--- src/rtl/rf_write_arbiter.sv ---
// rf_write_arbiter: round-robin arbiter that shares the single register-file write port
// among NUM_REQ requesters, with valid/ready handshake, burst lock and one-cycle registered issue.
//
// Ports:
//   Clk, Rst               clock and synchronous active-high reset
//   req_valid/req_lock     per-requester write pending / keep-port-after-this-beat
//   req_addr/req_data      packed per-requester address and data slices
//   req_ready              one-hot (or zero) accept strobe, combinational
//   rf_stall               blocks every grant this cycle
//   WriteEn/WriteAddr      registered write enable and address to the register file
//   data_o                 registered write data
//   grant_id               index of the requester behind the current beat
//
// Optional feature macro: RF_ZERO_DISCARD_EN
//   When defined, accepted beats to address 0 are handshaken but never raise WriteEn.
module rf_write_arbiter #(
    parameter int NUM_REQ    = 4,
    parameter int Data_WIDTH = 32,
    parameter int Addr_WIDTH = 5,
    parameter int ID_WIDTH   = 2
) (
    input  logic                          Clk,
    input  logic                          Rst,
    input  logic [NUM_REQ-1:0]            req_valid,
    input  logic [NUM_REQ-1:0]            req_lock,
    input  logic [NUM_REQ*Addr_WIDTH-1:0] req_addr,
    input  logic [NUM_REQ*Data_WIDTH-1:0] req_data,
    output logic [NUM_REQ-1:0]            req_ready,
    input  logic                          rf_stall,
    output logic                          WriteEn,
    output logic [Addr_WIDTH-1:0]         WriteAddr,
    output logic [Data_WIDTH-1:0]         data_o,
    output logic [ID_WIDTH-1:0]           grant_id
);

    typedef enum logic {
        IDLE   = 1'b0,
        LOCKED = 1'b1
    } state_e;

    state_e                state_q, state_d;
    logic [ID_WIDTH-1:0]   rr_ptr_q, rr_ptr_d;
    logic [ID_WIDTH-1:0]   owner_q, owner_d;
    logic                  we_q, we_d;
    logic [Addr_WIDTH-1:0] waddr_q, waddr_d;
    logic [Data_WIDTH-1:0] wdata_q, wdata_d;
    logic [ID_WIDTH-1:0]   gid_q, gid_d;

    logic                  found;
    logic [ID_WIDTH-1:0]   win;
    logic [ID_WIDTH-1:0]   sel;
    logic                  sel_valid;
    logic                  sel_lock;
    logic [Addr_WIDTH-1:0] sel_addr;
    logic [Data_WIDTH-1:0] sel_data;
    logic                  accept;
    int                    idx;

    function automatic logic [ID_WIDTH-1:0] next_ptr(input logic [ID_WIDTH-1:0] g);
        next_ptr = (g == ID_WIDTH'(NUM_REQ - 1)) ? '0 : g + 1'b1;
    endfunction

    // Round-robin scan starting at rr_ptr; first valid requester wins.
    always_comb begin
        found = 1'b0;
        win   = '0;
        idx   = 0;
        for (int k = 0; k < NUM_REQ; k++) begin
            idx = int'(rr_ptr_q) + k;
            if (idx >= NUM_REQ) begin
                idx = idx - NUM_REQ;
            end
            for (int i = 0; i < NUM_REQ; i++) begin
                if (!found && (i == idx) && req_valid[i]) begin
                    found = 1'b1;
                    win   = ID_WIDTH'(i);
                end
            end
        end
    end

    // In LOCKED only the owner is considered; otherwise the scan winner.
    always_comb begin
        sel       = (state_q == LOCKED) ? owner_q : win;
        sel_valid = 1'b0;
        sel_lock  = 1'b0;
        sel_addr  = '0;
        sel_data  = '0;
        for (int i = 0; i < NUM_REQ; i++) begin
            if (ID_WIDTH'(i) == sel) begin
                sel_valid = req_valid[i];
                sel_lock  = req_lock[i];
                sel_addr  = req_addr[i*Addr_WIDTH +: Addr_WIDTH];
                sel_data  = req_data[i*Data_WIDTH +: Data_WIDTH];
            end
        end
    end

    always_comb begin
        req_ready = '0;
        accept    = 1'b0;
        if (!Rst && !rf_stall && sel_valid) begin
            accept = 1'b1;
            for (int i = 0; i < NUM_REQ; i++) begin
                if (ID_WIDTH'(i) == sel) begin
                    req_ready[i] = 1'b1;
                end
            end
        end
    end

    // Next-state logic; a stall freezes state and pointer.
    always_comb begin
        state_d  = state_q;
        rr_ptr_d = rr_ptr_q;
        owner_d  = owner_q;
        if (!rf_stall) begin
            unique case (state_q)
                IDLE: begin
                    if (accept) begin
                        if (sel_lock) begin
                            state_d = LOCKED;
                            owner_d = sel;
                        end else begin
                            rr_ptr_d = next_ptr(sel);
                        end
                    end
                end
                LOCKED: begin
                    // Release on the last locked beat, or when the owner
                    // abandons both valid and lock (no beat issued).
                    if (!sel_lock) begin
                        state_d  = IDLE;
                        rr_ptr_d = next_ptr(owner_q);
                    end
                end
                default: state_d = IDLE;
            endcase
        end
    end

    always_comb begin
        waddr_d = waddr_q;
        wdata_d = wdata_q;
        gid_d   = gid_q;
`ifdef RF_ZERO_DISCARD_EN
        we_d    = accept && (sel_addr != '0);
`else
        we_d    = accept;
`endif
        if (accept) begin
            waddr_d = sel_addr;
            wdata_d = sel_data;
            gid_d   = sel;
        end
    end

    always_ff @(posedge Clk) begin
        if (Rst) begin
            state_q  <= IDLE;
            rr_ptr_q <= '0;
            owner_q  <= '0;
            we_q     <= 1'b0;
            waddr_q  <= '0;
            wdata_q  <= '0;
            gid_q    <= '0;
        end else begin
            state_q  <= state_d;
            rr_ptr_q <= rr_ptr_d;
            owner_q  <= owner_d;
            we_q     <= we_d;
            waddr_q  <= waddr_d;
            wdata_q  <= wdata_d;
            gid_q    <= gid_d;
        end
    end

    assign WriteEn   = we_q;
    assign WriteAddr = waddr_q;
    assign data_o    = wdata_q;
    assign grant_id  = gid_q;

endmodule

--- config.mk ---
export PLATFORM = sky130hd
export DESIGN_NAME = rf_write_arbiter
export DESIGN_NICKNAME = d
export VERILOG_FILES = /design/src/rtl/rf_write_arbiter.sv
export SDC_FILE = /design/constraint.sdc
export NUM_CORES = 1
export LEC_CHECK = 0
export CAP_MARGIN = 5
export CORE_MARGIN = 2
export CORE_UTILIZATION = 39
export CTS_BUF_LIST = sky130_fd_sc_hd__clkbuf_8
export DETAILED_ROUTE_END_ITERATION = 12
export PLACE_DENSITY = 0.95
export REMOVE_ABC_BUFFERS = 1
export SLEW_MARGIN = 10
export SYNTH_ARGS = -nofsm -noshare
export SYNTH_HDL_FRONTEND = slang
export SYNTH_SLANG_ARGS = --single-unit
--- constraint.sdc ---
create_clock -name Clk -period 5.6 [get_ports Clk]
set_clock_uncertainty 0.15 [all_clocks]
set_input_delay 0.56 -clock Clk [delete_from_list [all_inputs] [get_ports Clk]]
set_output_delay 0.56 -clock Clk [all_outputs]
set_load 0.1 [all_outputs]
==> impl_metrics.yaml <==
pwr:
  finalPower_mw: 1.48
  power_frac_comb: 0.548
  peakVddDrop_v: 0.000209
  power.leakage_nw: 1.79
  p_switching_mw: 0.651
  power_density_nw_per_um2: 299
  p_clk_frac: 0.196
  internal_power_mw: 0.825
  pwr-share-seq: 0.256
  switching_share: 0.441
detailed_routing:
  drtPass1Iterations: 5
  vias: 3626
  drtIter0Drc: 182
  wl_per_cell_um: 17.4
  viasPerCell: 5.66
  wl_mm: 11.1
  antenna_left: 0
  drc: 0
logic_synthesis:
  synth_cell_type_count: 45
  synth_seq_cells: 45
  synth_area_leaders: "dfxtp_1, a21oi_1, a221oi_1"
  async_flop_share: 0
  avgSynthCellArea_um2: 7.61
  yosys.area.top_type: "dfxtp_1"
  synth.cell_area_um2: 2800
  synth-edff-count: 0
  synth-seq-area-share: 0.322
  synth_common_cells: "a21oi_1, dfxtp_1, nor2_1"
  synth_most_common_cell: "a21oi_1"
  syn_inst: 368
  synth_top_area_frac: 0.322
  yosys_warnings: 0
  synth_flop_cell: "dfxtp_1"
setup_path:
  worstPathMaxFanout: 37
  crit_family: "simple AND/OR/NAND/NOR gates"
  cp_data_arrival_time_ns: 4.26
  crit_type: "in2out"
  path_buf_inv: 4
  worstPathCellList: "clkdlybuf4s50_1 -> nand2b_1 -> nor2b_1 -> o22a_1 -> mux2_2 -> inv_1 -> ha_1 -> nor2b_4 -> a21oi_4 -> or2_4 -> inv_4 -> and2_1 -> buf_12"
  rr_startpoint: "rr_ptr_q[1]"
  slowest_stage: "nor2b_4"
  cp-startpoint: "req_valid[0]"
  end_kind: "output pin"
  cp_data_required_time_ns: 4.89
  cp-start-kind: "input port"
  rrSetupSlack_ns: 1.54
  slowest_delay_ns: 0.83
grt:
  grt_pass1_vias: 3467
  antenna_found_initial: 0
  grt_max_degree: 43
  grt_first_pass_wirelength_mm: 16.3
  grt_overflow: 0
  grt_util_all_layers: 0.264
clock_tree:
  cts-htree-levels: 2
  numCtsBuffers: 5
  post_cts_resized: 0
  clk_pin_slew_worst_paths_ns: 0.08
  cts-hold-fix-buffers: 0
  cts.sinks: 45
  clk_latency_ns: 0.29
  cts_setup_buffers: 0
  clockBufferDepth: 2
  cts_tree: "built"
  root_buffer: "clkbuf_8"
run:
  maxCapViolCount: 0
placed_design:
  portBuffers: 202
  place_area_um2: 4800
  dp_slack_ns: 0.719
  dp_hpwl_mm: 8.22
  gp_congestion: 0.793
floorplanning:
  die_h_um: 88.8
  io-pin-count: 203
  die_w_um: 88.8
  num_rows: 30
  core_area_um2: 6870
  die_area_um2: 7880
  start_util: 0.408
sta:
  fin_crit_ns: 4.97
  slew_headroom: 0.240
  fin_hold_ws_ns: 0.329
  slew_violations: 0
  fin_ws_ns: 0.634
  finalCritPeriodShare: 0.887
  fmax_mhz: 201
  setup_tns_ns: 0
  finalSetupViolations: 0
  finalHoldViolations: 0
  rsz0062_at_grt: "false"
  tightestPinTransition_ns: 1.14
outcome:
  outcome: "finished, final reports clean"
cells_and_area:
  nets: 708
  antenna-diode-count: 0
  stdcell_area_um2: 4930
  area_delta_synth_final_pct: 76.1
  drive_above_1_share: 0.0569
  seq_area_um2: 901
  nFillCells: 531
  multi_input_area_um2: 1680
hold_path:
  hold_class: "reg2reg"
  hp-start: "data_o[15]"
-- tightest hold or removal path, stage by stage, from the launching register on --
cell     delay, ns
dfxtp_1       0.32
nand3_1       0.05
o21ai_0       0.06
-- cell usage in the layout (no fill, tap or decap), drive strengths merged, types with 3 or more instances in the layout --
cell type,netlist,layout
nand2b,4,4
clkdlybuf4s50,0,198
a221oi,36,36
ha,5,5
dfxtp,45,45
a21oi,67,67
nand3,10,10
nor2,43,43
nor2b,3,3
nand2,5,5
clkbuf,16,5
buf,22,9
a211oi,4,4
inv,7,7
o21ai,40,40
nor3,36,36
-- final timing paths --
path,end,cells past startpoint
setup / recovery,req_ready[0],13
hold / removal,data_o[15],2
setup reg to reg,data_o[7],13
hold reg to reg,data_o[15],2
-- per-stage QoR --
stage / instances / utilization
global placement: 633 / 0.699
finish: 641 / 0.718
detailed placement: 633 / 0.699
CTS: 641 / 0.718
floorplan: 330 / -
global route: 641 / 0.718
-- registers in the layout, summed over array words and instances (netlist names) --
register / flops
data_o: 32
owner_q: 2
grant_id: 2
rr_ptr_q: 2
WriteEn: 1
WriteAddr: 5
state_q: 1
-- logic make-up (layout without fill, tap and decap cells) --
family                     after synthesis  count (layout)  share of synthesized area
muxes                                    3               3                     0.0112
AOI/OAI and AO/OA                      161             161                      0.371
adders and majority gates                5               5                     0.0223
DFF                                     45              45                      0.322
and+or+nand+nor                        109             109                      0.190
buffers and inverters                   45             222                     0.0844
-- final cells by class --
class                           count  share of cell area
Tap cell                           96              0.0243
Clock buffer                        5              0.0139
Clock inverter                      3              0.0132
Timing Repair Buffer              207               0.420
Sequential cell                    45               0.183
Inverter                            7             0.00583
Multi-Input combinational cell    278               0.340
-- metal layers --
| metal | part of all wire | global-route usage |
|---|---|---|
| met2 | 0.53 | 0.493 |
| met1 | 0.37 | 0.288 |
| met3 | 0.081 | 0.0690 |
| met5 | 0 | 0 |
| met4 | 0.020 | 0.0868 |
-- power by group through the flow --
stage,logic (mW),registers (mW),clock network (mW)
6_report,0.809,0.378,0.289
5_1_grt,0.857,0.382,0.311
4_1_cts,0.807,0.377,0.293
3_5_place_dp,0.805,0.384,0
3_3_place_gp,0.783,0.382,0
2_1_floorplan,0.292,0.619,0
Note: power is estimated with default switching activity, not from simulation.
